$ cat config.mk
export PLATFORM = sky130hd
export DESIGN_NAME = encrypt_pipe_rot_lanes
export DESIGN_NICKNAME = d
export VERILOG_FILES = /design/src/rtl/encrypt_pipe_rot_lanes.sv
export SDC_FILE = /design/constraint.sdc
export NUM_CORES = 1
export LEC_CHECK = 0
export ABC_CLOCK_PERIOD_IN_PS = 3800
export CELL_PAD_IN_SITES_DETAIL_PLACEMENT = 0
export CELL_PAD_IN_SITES_GLOBAL_PLACEMENT = 1
export CORE_UTILIZATION = 49
export DETAILED_ROUTE_END_ITERATION = 16
export DONT_BUFFER_PORTS = 1
export PLACE_DENSITY = 0.85
export SYNTH_ARGS = -nofsm -noshare
export SYNTH_HDL_FRONTEND = slang
export SYNTH_SLANG_ARGS = --single-unit
$ cat constraint.sdc
create_clock -name clk -period 3.8 [get_ports clk]
set_input_delay 0.19 -clock clk [delete_from_list [all_inputs] [get_ports clk]]
set_output_delay 0.19 -clock clk [all_outputs]
set_load 0.05 [all_outputs]
$ cat src/rtl/encrypt_pipe_rot_lanes.sv
// rtl/encrypt_pipe_rot_lanes.sv - elastic two-stage per-lane Caesar rotation with rolling key offset
module encrypt_pipe_rot_lanes #(
   parameter int LANES    = 1,
   parameter int FREQ_W   = 3,
   parameter int ROT_STEP = 1
) (
   input  logic               clk,
   input  logic               rst,
   input  logic               cfg_load,
   input  logic [4:0]         cfg_shift,
   input  logic [FREQ_W-1:0]  cfg_rot_freq,
   input  logic               in_valid,
   output logic               in_ready,
   input  logic [8*LANES-1:0] in_data,
   input  logic               in_mode,
   output logic               out_valid,
   input  logic               out_ready,
   output logic [8*LANES-1:0] out_data,
   output logic [LANES-1:0]   out_is_alpha
);
   localparam logic [5:0] STEP6 = 6'(ROT_STEP);

   logic [4:0]         shift_q;
   logic [4:0]         offset_q;
   logic [FREQ_W-1:0]  rot_freq_q;
   logic [FREQ_W-1:0]  beat_cnt_q;

   logic               s1_valid;
   logic               s1_mode;
   logic [4:0]         s1_eff;
   logic [LANES-1:0]   s1_alpha;
   logic [LANES-1:0]   s1_upper;
   logic [5*LANES-1:0] s1_idx;
   logic [8*LANES-1:0] s1_raw;

   logic               s1_adv;
   logic               accept;
   logic               roll;
   logic [5:0]         eff_sum;
   logic [5:0]         eff_next;
   logic [5:0]         off_sum;
   logic [5:0]         off_next;

   logic [LANES-1:0]   c_upper;
   logic [LANES-1:0]   c_lower;
   logic [LANES-1:0]   c_alpha;
   logic [5*LANES-1:0] c_idx;

   logic [5:0]         dstep;
   logic [5:0]         lsum;
   logic [5:0]         lidx;
   logic [7:0]         lbase;
   logic [8*LANES-1:0] rot_data;

   assign s1_adv   = !out_valid || out_ready;
   assign in_ready = !s1_valid || s1_adv;
   assign accept   = in_valid && in_ready;

   // Both operands stay below 26, so one conditional subtract is a full mod 26
   always_comb begin
      eff_sum  = {1'b0, shift_q} + {1'b0, offset_q};
      eff_next = (eff_sum >= 6'd26) ? eff_sum - 6'd26 : eff_sum;
      off_sum  = {1'b0, offset_q} + STEP6;
      off_next = (off_sum >= 6'd26) ? off_sum - 6'd26 : off_sum;
      roll     = (rot_freq_q != '0) && (beat_cnt_q == rot_freq_q - FREQ_W'(1));
   end

   always_comb begin
      c_upper = '0;
      c_lower = '0;
      c_alpha = '0;
      c_idx   = '0;
      for (int i = 0; i < LANES; i++) begin
         c_upper[i] = (in_data[8*i +: 8] >= 8'd65) && (in_data[8*i +: 8] <= 8'd90);
         c_lower[i] = (in_data[8*i +: 8] >= 8'd97) && (in_data[8*i +: 8] <= 8'd122);
         c_alpha[i] = c_upper[i] || c_lower[i];
         c_idx[5*i +: 5] = c_upper[i] ? 5'(in_data[8*i +: 8] - 8'd65)
                                      : 5'(in_data[8*i +: 8] - 8'd97);
      end
   end

   // Decrypt adds 26-eff so both directions share the same adder and subtract
   always_comb begin
      dstep    = s1_mode ? {1'b0, s1_eff} : 6'd26 - {1'b0, s1_eff};
      lsum     = '0;
      lidx     = '0;
      lbase    = '0;
      rot_data = '0;
      for (int i = 0; i < LANES; i++) begin
         lsum  = {1'b0, s1_idx[5*i +: 5]} + dstep;
         lidx  = (lsum >= 6'd26) ? lsum - 6'd26 : lsum;
         lbase = s1_upper[i] ? 8'd65 : 8'd97;
         rot_data[8*i +: 8] = s1_alpha[i] ? lbase + {2'b00, lidx} : s1_raw[8*i +: 8];
      end
   end

   always_ff @(posedge clk or negedge rst) begin
      if (!rst) begin
         shift_q      <= '0;
         offset_q     <= '0;
         rot_freq_q   <= '0;
         beat_cnt_q   <= '0;
         s1_valid     <= 1'b0;
         s1_mode      <= 1'b0;
         s1_eff       <= '0;
         s1_alpha     <= '0;
         s1_upper     <= '0;
         s1_idx       <= '0;
         s1_raw       <= '0;
         out_valid    <= 1'b0;
         out_data     <= '0;
         out_is_alpha <= '0;
      end else begin
         // A load wins over the roll so a same-cycle beat never advances the new key state
         if (cfg_load) begin
            shift_q    <= (cfg_shift >= 5'd26) ? cfg_shift - 5'd26 : cfg_shift;
            rot_freq_q <= cfg_rot_freq;
            offset_q   <= '0;
            beat_cnt_q <= '0;
         end else if (accept) begin
            if (roll) begin
               offset_q   <= off_next[4:0];
               beat_cnt_q <= '0;
            end else begin
               beat_cnt_q <= beat_cnt_q + FREQ_W'(1);
            end
         end

         if (accept) begin
            s1_valid <= 1'b1;
            s1_mode  <= in_mode;
            s1_eff   <= eff_next[4:0];
            s1_alpha <= c_alpha;
            s1_upper <= c_upper;
            s1_idx   <= c_idx;
            s1_raw   <= in_data;
         end else if (s1_adv) begin
            s1_valid <= 1'b0;
         end

         if (s1_adv) begin
            out_valid <= s1_valid;
            if (s1_valid) begin
               out_data     <= rot_data;
               out_is_alpha <= s1_alpha;
            end
         end
      end
   end
endmodule
==> flow_summary.html, run 1 <==
<table>
<tr><th>Metric</th><th>Value</th></tr>
<tr><th colspan="2">Run status</th></tr>
<tr><td>Outcome</td><td>finished with violations</td></tr>
<tr><td>Failing checks</td><td>negative hold slack</td></tr>
<tr><th colspan="2">Finish</th></tr>
<tr><td>Register cell area after layout</td><td>0.00120 sq mm</td></tr>
<tr><td>Post-Layout Inst Area</td><td>0.00356 sq mm</td></tr>
<tr><td>Fraction of layout cells with a size suffix above 1</td><td>5.84%</td></tr>
<tr><td>Filler cell count in the final layout</td><td>611</td></tr>
<tr><td>Area used by multi-input combinational logic</td><td>0.00187 sq mm</td></tr>
<tr><td>P&amp;R area growth vs syn</td><td>11.6%</td></tr>
<tr><td>Nets</td><td>425</td></tr>
<tr><td>Antenna diodes</td><td>0</td></tr>
<tr><th colspan="2">Power and ir drop</th></tr>
<tr><td>Power density cells</td><td>835 mW/mm^2</td></tr>
<tr><td>VDD IR-drop max</td><td>0.555 mV</td></tr>
<tr><td>Leakage power of the design</td><td>1.64 nW</td></tr>
<tr><th colspan="2">Worst hold path</th></tr>
<tr><td>Depth of the worst hold-timing path</td><td>2</td></tr>
<tr><td>Hold Crit Start</td><td>cfg_rot_freq[0]</td></tr>
<tr><td>Type of the worst min-delay path</td><td>input port to flop</td></tr>
<tr><td>Terminating pin of the worst hold path</td><td>rot_freq_q[0]$_DFFE_PN0P_</td></tr>
<tr><th colspan="2">Clock network</th></tr>
<tr><td>Number of clock buffers inserted by TritonCTS</td><td>5</td></tr>
<tr><td>Number of buffers between clock root and the deepest sink</td><td>2</td></tr>
<tr><td>Resized cells post-CTS</td><td>0</td></tr>
<tr><td>Cell chosen for the clock root</td><td>sky130_fd_sc_hd__clkbuf_8</td></tr>
<tr><td>Num Clock Sinks</td><td>48</td></tr>
<tr><td>Clock latency at the later pin of the worst-skew pair</td><td>0.31 ns</td></tr>
<tr><td>Clock-pin transition on the worst setup and hold timing paths</td><td>0.10 ns</td></tr>
<tr><td>CTS tree</td><td>done</td></tr>
<tr><td># H-tree levels</td><td>2</td></tr>
<tr><th colspan="2">STA</th></tr>
<tr><td>Period utilisation layout</td><td>92.4%</td></tr>
<tr><td>Final setup violating endpoints</td><td>0</td></tr>
<tr><td>Slew headroom</td><td>55.7%</td></tr>
<tr><td>Total count of hold-check failures in the final report</td><td>1</td></tr>
<tr><td>Final Critical Period</td><td>3.51 ns</td></tr>
<tr><td>Worst hold margin</td><td>-0.000437 ns</td></tr>
<tr><td>RSZ-0062 raised after global routing</td><td>false</td></tr>
<tr><td>Final clock skew</td><td>0.0125 ns</td></tr>
<tr><td>Max Slew Vio Count</td><td>0</td></tr>
<tr><td>Sum of negative setup slack</td><td>0 ns</td></tr>
<tr><td>Transition time of the tightest slew-check pin</td><td>0.656 ns</td></tr>
<tr><td>Achievable frequency</td><td>0.285 GHz</td></tr>
<tr><th colspan="2">Synth</th></tr>
<tr><td>Area share of the largest cell type after synthesis</td><td>37.7%</td></tr>
<tr><td>Count of synthesis-stage warnings from yosys</td><td>0</td></tr>
<tr><td>Predominant post-synthesis flop cell</td><td>sky130_fd_sc_hd__dfrtp_1</td></tr>
<tr><td>Part of the Yosys area used for sequential elements</td><td>37.7%</td></tr>
<tr><td>Cell type contributing the most total cell area after synthesis</td><td>sky130_fd_sc_hd__dfrtp_1</td></tr>
<tr><td>Proportion of synthesized flip-flops having asynchronous set or reset</td><td>100%</td></tr>
<tr><td>Synthesized area</td><td>0.00319 sq mm</td></tr>
<tr><td>Seq cells post-synth</td><td>48</td></tr>
<tr><td>Cell count after synthesis</td><td>362</td></tr>
<tr><td>Net Count, Synth</td><td>411</td></tr>
<tr><td>Most common library cells after synthesis</td><td>64 x sky130_fd_sc_hd__nand2_1, 48 x sky130_fd_sc_hd__dfrtp_1, 28 x sky130_fd_sc_hd__o21ai_0, 25 x sky130_fd_sc_hd__ha_1, 25 x sky130_fd_sc_hd__nor2_1</td></tr>
<tr><td>Mean area per synthesized cell</td><td>8.81 sq um</td></tr>
<tr><td>Most used standard cell by instance count after synthesis</td><td>sky130_fd_sc_hd__nand2_1</td></tr>
<tr><td>Number of distinct standard cells referenced by the synthesized netlist</td><td>48</td></tr>
<tr><td>Leading cell types by total area after synthesis</td><td>sky130_fd_sc_hd__dfrtp_1 38%, sky130_fd_sc_hd__ha_1 9.8%, sky130_fd_sc_hd__nand2_1 7.5%</td></tr>
<tr><td>Post-synth EDFFs</td><td>0</td></tr>
<tr><th colspan="2">Worst setup path</th></tr>
<tr><td>Crit Path Category</td><td>flop to flop</td></tr>
<tr><td>Data arrival time of the worst path</td><td>3.72 ns</td></tr>
<tr><td>Sequence of cells on the critical path</td><td>a21oi_1 &gt; nor2b_1 &gt; xor2_1 &gt; ha_1 &gt; a21o_1 &gt; a221oi_2 &gt; xnor2_1 &gt; a31oi_2 &gt; xor2_1 &gt; ha_1 &gt; o211a_1 &gt; o311ai_1 &gt; xnor2_1 &gt; o21ai_1</td></tr>
<tr><td>Worst setup EP type</td><td>flop</td></tr>
<tr><td>Minimum setup slack among reg-to-reg paths</td><td>0.29 ns</td></tr>
<tr><td>Worst r2r src</td><td>s1_eff[0]$_DFFE_PN0P_</td></tr>
<tr><td>Largest stage delay on the critical path</td><td>0.42 ns</td></tr>
<tr><td>Worst-path maximum fanout</td><td>6</td></tr>
<tr><td>Worst Reg2Reg Path Length in Cells</td><td>14</td></tr>
<tr><td>Cell with the largest stage delay on the worst path</td><td>sky130_fd_sc_hd__dfrtp_1</td></tr>
<tr><td>Kind of launch point of the worst setup path</td><td>flop</td></tr>
<tr><td>Reg2Reg Capture Point</td><td>out_data[4]$_DFFE_PN0P_</td></tr>
<tr><td>Critical Path RT</td><td>4.01 ns</td></tr>
<tr><th colspan="2">Die</th></tr>
<tr><td>Die area</td><td>0.00684 sq mm</td></tr>
<tr><td>Starting Density</td><td>50.5%</td></tr>
<tr><td>Die span in y</td><td>82.7 microns</td></tr>
<tr><td>Count of boundary I/O pins</td><td>33</td></tr>
<tr><td>CORE AREA</td><td>0.00631 sq mm</td></tr>
<tr><td>Chip width</td><td>82.7 microns</td></tr>
<tr><td>Std-Cell Rows</td><td>29</td></tr>
<tr><th colspan="2">Routing</th></tr>
<tr><td>Number of optimization iterations in the first detailed-route pass</td><td>4</td></tr>
<tr><td>Via-per-instance ratio</td><td>5.46</td></tr>
<tr><td>Number of vias in the routed layout</td><td>2,481</td></tr>
<tr><td>Post-Route WL</td><td>6250 microns</td></tr>
<tr><td>Post-detailed-route DRC marker count</td><td>0</td></tr>
<tr><td>Post-route ant nets</td><td>0</td></tr>
<tr><td>Routed wire per std cell</td><td>13.8 microns</td></tr>
<tr><td>First-iteration detailed-routing DRC count</td><td>83</td></tr>
<tr><th colspan="2">Placement</th></tr>
<tr><td>Weighted congestion reported at the end of routability-driven placement</td><td>0.819</td></tr>
<tr><td>Cell Area, Placed</td><td>0.00327 sq mm</td></tr>
<tr><td>Port Buf Inserts</td><td>0</td></tr>
<tr><td>Half-perimeter wire length after placement</td><td>4590 microns</td></tr>
<tr><th colspan="2">Job</th></tr>
<tr><td>Maximum capacitance violations</td><td>0</td></tr>
<tr><th colspan="2">Global route</th></tr>
<tr><td>Initial antenna violation count</td><td>0</td></tr>
<tr><td>Remaining global-route overflow</td><td>0</td></tr>
<tr><td>First-pass GRT wire length</td><td>10,500 microns</td></tr>
<tr><td>All-Layer GR Usage</td><td>20.5%</td></tr>
<tr><td>Number of global-route vias before repair</td><td>2,419</td></tr>
<tr><td>Largest net degree at the start of global routing</td><td>49</td></tr>
</table>
## layout by cell type, fill, tap and decap left out, types with 3 or more instances in the layout
| cell | count |
|---|---|
| sky130_fd_sc_hd__nor2_1 | 25 |
| sky130_fd_sc_hd__nand2b_1 | 7 |
| sky130_fd_sc_hd__o21ai_0 | 28 |
| sky130_fd_sc_hd__o21ai_1 | 7 |
| sky130_fd_sc_hd__dfrtp_1 | 48 |
| sky130_fd_sc_hd__nand2_1 | 64 |
| sky130_fd_sc_hd__mux2i_1 | 5 |
| sky130_fd_sc_hd__nor3b_1 | 5 |
| sky130_fd_sc_hd__clkbuf_8 | 5 |
| sky130_fd_sc_hd__a21oi_1 | 16 |
| sky130_fd_sc_hd__mux2_2 | 6 |
| sky130_fd_sc_hd__inv_1 | 22 |
| sky130_fd_sc_hd__nand3_1 | 10 |
| sky130_fd_sc_hd__buf_4 | 3 |
| sky130_fd_sc_hd__a21boi_0 | 3 |
| sky130_fd_sc_hd__dlygate4sd3_1 | 12 |
| sky130_fd_sc_hd__a21o_1 | 4 |
| sky130_fd_sc_hd__nor3_1 | 5 |
| sky130_fd_sc_hd__xnor2_1 | 19 |
| sky130_fd_sc_hd__ha_1 | 25 |
| sky130_fd_sc_hd__xor2_1 | 11 |
| sky130_fd_sc_hd__o211ai_1 | 3 |
## state kept, by name, indices dropped and copies added (netlist names), 3 cells and up
name and count:
s1_raw 8, shift_q 5, beat_cnt_q 3, s1_eff 5
s1_idx 5, rot_freq_q 3, offset_q 5, out_data 8
## where the power goes
part	total (W)	internal (W)	switching [W]
Combinational	0.00162	0.000704	0.000920
Clock	0.000456	0.000265	0.000191
Sequential	0.000890	0.000626	0.000264
Total	0.00297	0.00160	0.00138
## layout make-up
class                      instances  share of cell area, %
clock inverter                     3                   1.93
inverter                          22                   2.32
multi-input combinational        283                   52.6
sequential                        48                   33.7
clock buffer                       5                   1.93
tap                               77                   2.71
timing repair buffer              16                   4.78
## critical path, delay by kind of cell (launching register included)
kind,cells,cell delay [ns]
AO/OA/AOI/OAI,7,1.55
flip-flops,1,0.42
XOR/XNOR,4,0.72
AND/OR/NAND/NOR,1,0.21
adder cells (fa/ha/maj),2,0.50
## worst max path at each step
stage | cells after the start | start | slack (ns) | endpoint
3_5_place_dp | 14 | s1_eff[0]$_DFFE_PN0P_ | 0.31 | out_data[4]$_DFFE_PN0P_
2_1_floorplan | 14 | s1_eff[0]$_DFFE_PN0P_ | 0.59 | out_data[4]$_DFFE_PN0P_
3_3_place_gp | 14 | s1_eff[0]$_DFFE_PN0P_ | 0.41 | out_data[4]$_DFFE_PN0P_
6_report | 14 | s1_eff[0]$_DFFE_PN0P_ | 0.29 | out_data[4]$_DFFE_PN0P_
5_1_grt | 14 | s1_eff[0]$_DFFE_PN0P_ | 0.03 | out_data[4]$_DFFE_PN0P_
4_1_cts | 14 | s1_eff[0]$_DFFE_PN0P_ | 0.30 | out_data[4]$_DFFE_PN0P_
## cells by family after synthesis
family	count (synthesis)	share of synthesized area [%]
AND/OR/NAND/NOR	132	19.2
buffers and inverters	31	3.65
AO/OA/AOI/OAI	82	16.0
adder cells (fa/ha/maj)	27	11.1
multiplexers	12	4.16
XOR/XNOR	30	8.24
flip-flops	48	37.7
## layer usage
layer | vias up | wire [microns] | GRT usage [%]
li1 | 1278 | - | -
met1 | 1158 | 2820 | 23.9
met2 | 36 | 3170 | 37.5
met3 | 9 | 165 | 3.30
met4 | 0 | 91 | 7.59
met5 | - | 0 | 0
## timing repair
action / 4_1_cts / 5_1_grt
setup endpoints to repair: 0 / 0
endpoints found under the hold margin: 65 / 1
setup buffers: 0 / 0
hold buffers: 12 / 1
## stage by stage
stage	hold slack, ns	utilization (%)	std cells	setup slack, ns	total power (W)
after floorplan	-0.106	-	362	0.589	0.00222
after global placement	-0.105	51.9	433	0.411	0.00247
after detailed placement	-0.105	51.9	433	0.313	0.00251
after CTS	0.00174	56.2	453	0.297	0.00299
after global routing	0.00222	56.4	454	0.0258	0.00321
final	-0.000437	56.4	454	0.289	0.00297
No activity file was read; power rests on OpenSTA's default activity.
==> run 2: changes to the inputs <==
--- a/config.mk
+++ b/config.mk
@@ -8,6 +8,7 @@
 export ABC_CLOCK_PERIOD_IN_PS = 3800
 export CELL_PAD_IN_SITES_DETAIL_PLACEMENT = 0
 export CELL_PAD_IN_SITES_GLOBAL_PLACEMENT = 1
+export CORE_ASPECT_RATIO = 0.7
 export CORE_UTILIZATION = 49
 export DETAILED_ROUTE_END_ITERATION = 16
 export DONT_BUFFER_PORTS = 1
==> run 2 against run 1 <==
Against the previous run:
- the run ends with design-rule violations left
- combinational power up 4%
- via count increased by 1.2%
- sequential power increased by 1%
==> flow_summary.html, run 2 (synthesized netlist as in run 1, its figures left out) <==
<table>
<tr><th>Metric</th><th>Value</th></tr>
<tr><th colspan="2">Finish</th></tr>
<tr><td>Commonest non-fill, non-tap cells in the layout</td><td>64 x sky130_fd_sc_hd__nand2_1, 48 x sky130_fd_sc_hd__dfrtp_1, 28 x sky130_fd_sc_hd__o21ai_0</td></tr>
<tr><td>Filler cell count in the final layout</td><td>576</td></tr>
<tr><td>Non-Filler Instances</td><td>456</td></tr>
<tr><td>Nets</td><td>426</td></tr>
<tr><td>Fraction of layout cells with a size suffix above 1</td><td>6.08%</td></tr>
<tr><td>Largest registers ranked by flip-flop count</td><td>out_data: 8 flops, s1_raw: 8 flops</td></tr>
<tr><td>P&amp;R area growth vs syn</td><td>10.8%</td></tr>
<tr><td>Commonest non-fill, non-tap cell in the layout</td><td>sky130_fd_sc_hd__nand2_1</td></tr>
<tr><td>Antenna diodes</td><td>0</td></tr>
<tr><th colspan="2">Global route</th></tr>
<tr><td>All-Layer GR Usage</td><td>22.1%</td></tr>
<tr><td>Number of global-route vias before repair</td><td>2,425</td></tr>
<tr><td>Largest net degree at the start of global routing</td><td>49</td></tr>
<tr><td>Remaining global-route overflow</td><td>0</td></tr>
<tr><td>Initial antenna violation count</td><td>0</td></tr>
<tr><td>First-pass GRT wire length</td><td>11,800 microns</td></tr>
<tr><th colspan="2">STA</th></tr>
<tr><td>Final clock skew</td><td>0.00347 ns</td></tr>
<tr><td>Period utilisation layout</td><td>92.9%</td></tr>
<tr><td>Final Critical Period</td><td>3.53 ns</td></tr>
<tr><td>Achievable frequency</td><td>0.283 GHz</td></tr>
<tr><td>Max Slew Vio Count</td><td>0</td></tr>
<tr><td>RSZ-0062 raised after global routing</td><td>false</td></tr>
<tr><td>Slew headroom</td><td>47.7%</td></tr>
<tr><td>Sum of negative setup slack</td><td>0 ns</td></tr>
<tr><td>Transition time of the tightest slew-check pin</td><td>0.784 ns</td></tr>
<tr><td>Total count of hold-check failures in the final report</td><td>0</td></tr>
<tr><td>Final setup violating endpoints</td><td>0</td></tr>
<tr><th colspan="2">Die</th></tr>
<tr><td>Starting Density</td><td>51.1%</td></tr>
<tr><td>Std-Cell Rows</td><td>24</td></tr>
<tr><td>CORE AREA</td><td>0.00625 sq mm</td></tr>
<tr><td>Chip width</td><td>98.4 microns</td></tr>
<tr><td>Die span in y</td><td>69.5 microns</td></tr>
<tr><td>Die area</td><td>0.00684 sq mm</td></tr>
<tr><td>Count of boundary I/O pins</td><td>33</td></tr>
<tr><th colspan="2">Power and ir drop</th></tr>
<tr><td>Leakage power of the design</td><td>1.63 nW</td></tr>
<tr><td>Power density cells</td><td>825 mW/mm^2</td></tr>
<tr><td>VDD IR-drop max</td><td>0.356 mV</td></tr>
<tr><td>Pwr Total</td><td>0.00292 W</td></tr>
<tr><th colspan="2">Worst setup path</th></tr>
<tr><td>Crit Path Category</td><td>flop to flop</td></tr>
<tr><td>Worst-path maximum fanout</td><td>6</td></tr>
<tr><td>Worst setup EP type</td><td>flop</td></tr>
<tr><td>Worst r2r src</td><td>s1_eff[0]$_DFFE_PN0P_</td></tr>
<tr><td>Data arrival time of the worst path</td><td>3.73 ns</td></tr>
<tr><td>Reg2Reg Capture Point</td><td>out_data[4]$_DFFE_PN0P_</td></tr>
<tr><td>Worst Reg2Reg Path Length in Cells</td><td>14</td></tr>
<tr><td>Critical Path RT</td><td>4.00 ns</td></tr>
<tr><td>Minimum setup slack among reg-to-reg paths</td><td>0.27 ns</td></tr>
<tr><td>Kind of launch point of the worst setup path</td><td>flop</td></tr>
<tr><th colspan="2">Placement</th></tr>
<tr><td>Port Buf Inserts</td><td>0</td></tr>
<tr><td>Half-perimeter wire length after placement</td><td>5020 microns</td></tr>
<tr><td>Weighted congestion reported at the end of routability-driven placement</td><td>0.805</td></tr>
<tr><td>Placed Cells</td><td>434</td></tr>
<tr><th colspan="2">Clock network</th></tr>
<tr><td>Number of buffers between clock root and the deepest sink</td><td>2</td></tr>
<tr><td>Clock-pin transition on the worst setup and hold timing paths</td><td>0.09 ns</td></tr>
<tr><td># H-tree levels</td><td>2</td></tr>
<tr><td>Number of post-CTS setup repair buffers</td><td>0</td></tr>
<tr><td>Num Clock Sinks</td><td>48</td></tr>
<tr><td>CTS tree</td><td>done</td></tr>
<tr><td>Number of clock buffers inserted by TritonCTS</td><td>5</td></tr>
<tr><td>Cell chosen for the clock root</td><td>sky130_fd_sc_hd__clkbuf_8</td></tr>
<tr><td>Clock latency at the later pin of the worst-skew pair</td><td>0.31 ns</td></tr>
<tr><th colspan="2">Routing</th></tr>
<tr><td>Post-detailed-route DRC marker count</td><td>2</td></tr>
<tr><td>Number of optimization iterations in the first detailed-route pass</td><td>13</td></tr>
<tr><td>Number of vias in the routed layout</td><td>2,511</td></tr>
<tr><td>First-iteration detailed-routing DRC count</td><td>166</td></tr>
<tr><td>Routed wire per std cell</td><td>15.0 microns</td></tr>
<tr><td>Post-Route WL</td><td>6860 microns</td></tr>
<tr><td>Via-per-instance ratio</td><td>5.51</td></tr>
<tr><td>Post-route ant nets</td><td>0</td></tr>
<tr><th colspan="2">Job</th></tr>
<tr><td>Maximum capacitance violations</td><td>0</td></tr>
<tr><th colspan="2">Run status</th></tr>
<tr><td>Outcome</td><td>finished with violations</td></tr>
<tr><td>Failing checks</td><td>design-rule violations</td></tr>
<tr><th colspan="2">Worst hold path</th></tr>
<tr><td>Type of the worst min-delay path</td><td>input port to flop</td></tr>
<tr><td>Depth of the worst hold-timing path</td><td>2</td></tr>
<tr><td>Terminating pin of the worst hold path</td><td>rot_freq_q[1]$_DFFE_PN0P_</td></tr>
<tr><td>Hold Crit Start</td><td>cfg_rot_freq[1]</td></tr>
</table>
run 2: worst max path at each step:
| stage | from | end | cells after the start |
|---|---|---|---|
| after floorplan | s1_eff[0]$_DFFE_PN0P_ | out_data[4]$_DFFE_PN0P_ | 14 |
| after global placement | s1_eff[0]$_DFFE_PN0P_ | out_data[4]$_DFFE_PN0P_ | 14 |
| after detailed placement | s1_eff[0]$_DFFE_PN0P_ | out_data[4]$_DFFE_PN0P_ | 14 |
| after CTS | s1_eff[0]$_DFFE_PN0P_ | out_data[4]$_DFFE_PN0P_ | 14 |
| after global routing | s1_eff[0]$_DFFE_PN0P_ | out_data[4]$_DFFE_PN0P_ | 14 |
| final | s1_eff[0]$_DFFE_PN0P_ | out_data[4]$_DFFE_PN0P_ | 14 |
run 2: critical path, stage by stage (launching register included):
cell                       delay [ns]
sky130_fd_sc_hd__dfrtp_1         0.43
sky130_fd_sc_hd__a21oi_2         0.24
sky130_fd_sc_hd__nor2b_1         0.18
sky130_fd_sc_hd__xor2_1          0.16
sky130_fd_sc_hd__ha_1            0.31
sky130_fd_sc_hd__a21o_1          0.20
sky130_fd_sc_hd__a221oi_2        0.34
sky130_fd_sc_hd__xnor2_1         0.17
sky130_fd_sc_hd__a31oi_2         0.36
sky130_fd_sc_hd__xor2_1          0.21
sky130_fd_sc_hd__ha_1            0.22
sky130_fd_sc_hd__o211a_1         0.21
sky130_fd_sc_hd__o311ai_1        0.13
sky130_fd_sc_hd__xnor2_1         0.18
sky130_fd_sc_hd__o21ai_1         0.07
run 2: where the power goes:
group | leakage, nW | total [W] | internal [W] | switching (W)
logic | 0.985 | 0.00169 | 0.000725 | 0.000960
registers | 0.592 | 0.000901 | 0.000626 | 0.000274
clock network | 0.0516 | 0.000330 | 0.000149 | 0.000181
total | 1.63 | 0.00292 | 0.00150 | 0.00142
run 2: layout make-up:
class | instances | area [sq um] | share of cell area, %
multi-input combinational | 283 | 1880 | 53.1
tap | 78 | 97.6 | 2.76
inverter | 22 | 82.6 | 2.34
timing repair buffer | 17 | 180 | 5.10
clock inverter | 2 | 13.8 | 0.390
sequential | 48 | 1200 | 34.0
clock buffer | 6 | 82.6 | 2.34
run 2: through the flow:
step	hold WS, ns	util [%]	setup WS (ns)	instance area, sq um
2_1_floorplan	-0.106	-	0.589	3190
3_3_place_gp	-0.104	52.4	0.378	3280
3_5_place_dp	-0.104	52.4	0.235	3280
4_1_cts	0.000160	56.5	0.173	3530
5_1_grt	0.00171	56.6	0.0210	3530
6_report	0.00965	56.6	0.270	3530
run 2: what timing repair did:
action / CTS / global route
hold endpoints to repair: 65 / 0
setup endpoints to repair: 0 / 2
resized for setup: 0 / 1
hold buffers: 14 / 0
run 2: per-layer routing:
| layer | track usage (%) | share of wire, % | up-vias |
|---|---|---|---|
| li1 | - | - | 1283 |
| met2 | 31.0 | 39 | 59 |
| met3 | 5.14 | 5.3 | 8 |
| met4 | 4.48 | 0.89 | 0 |
| met5 | 0 | 0 | - |
| met1 | 34.6 | 54 | 1161 |
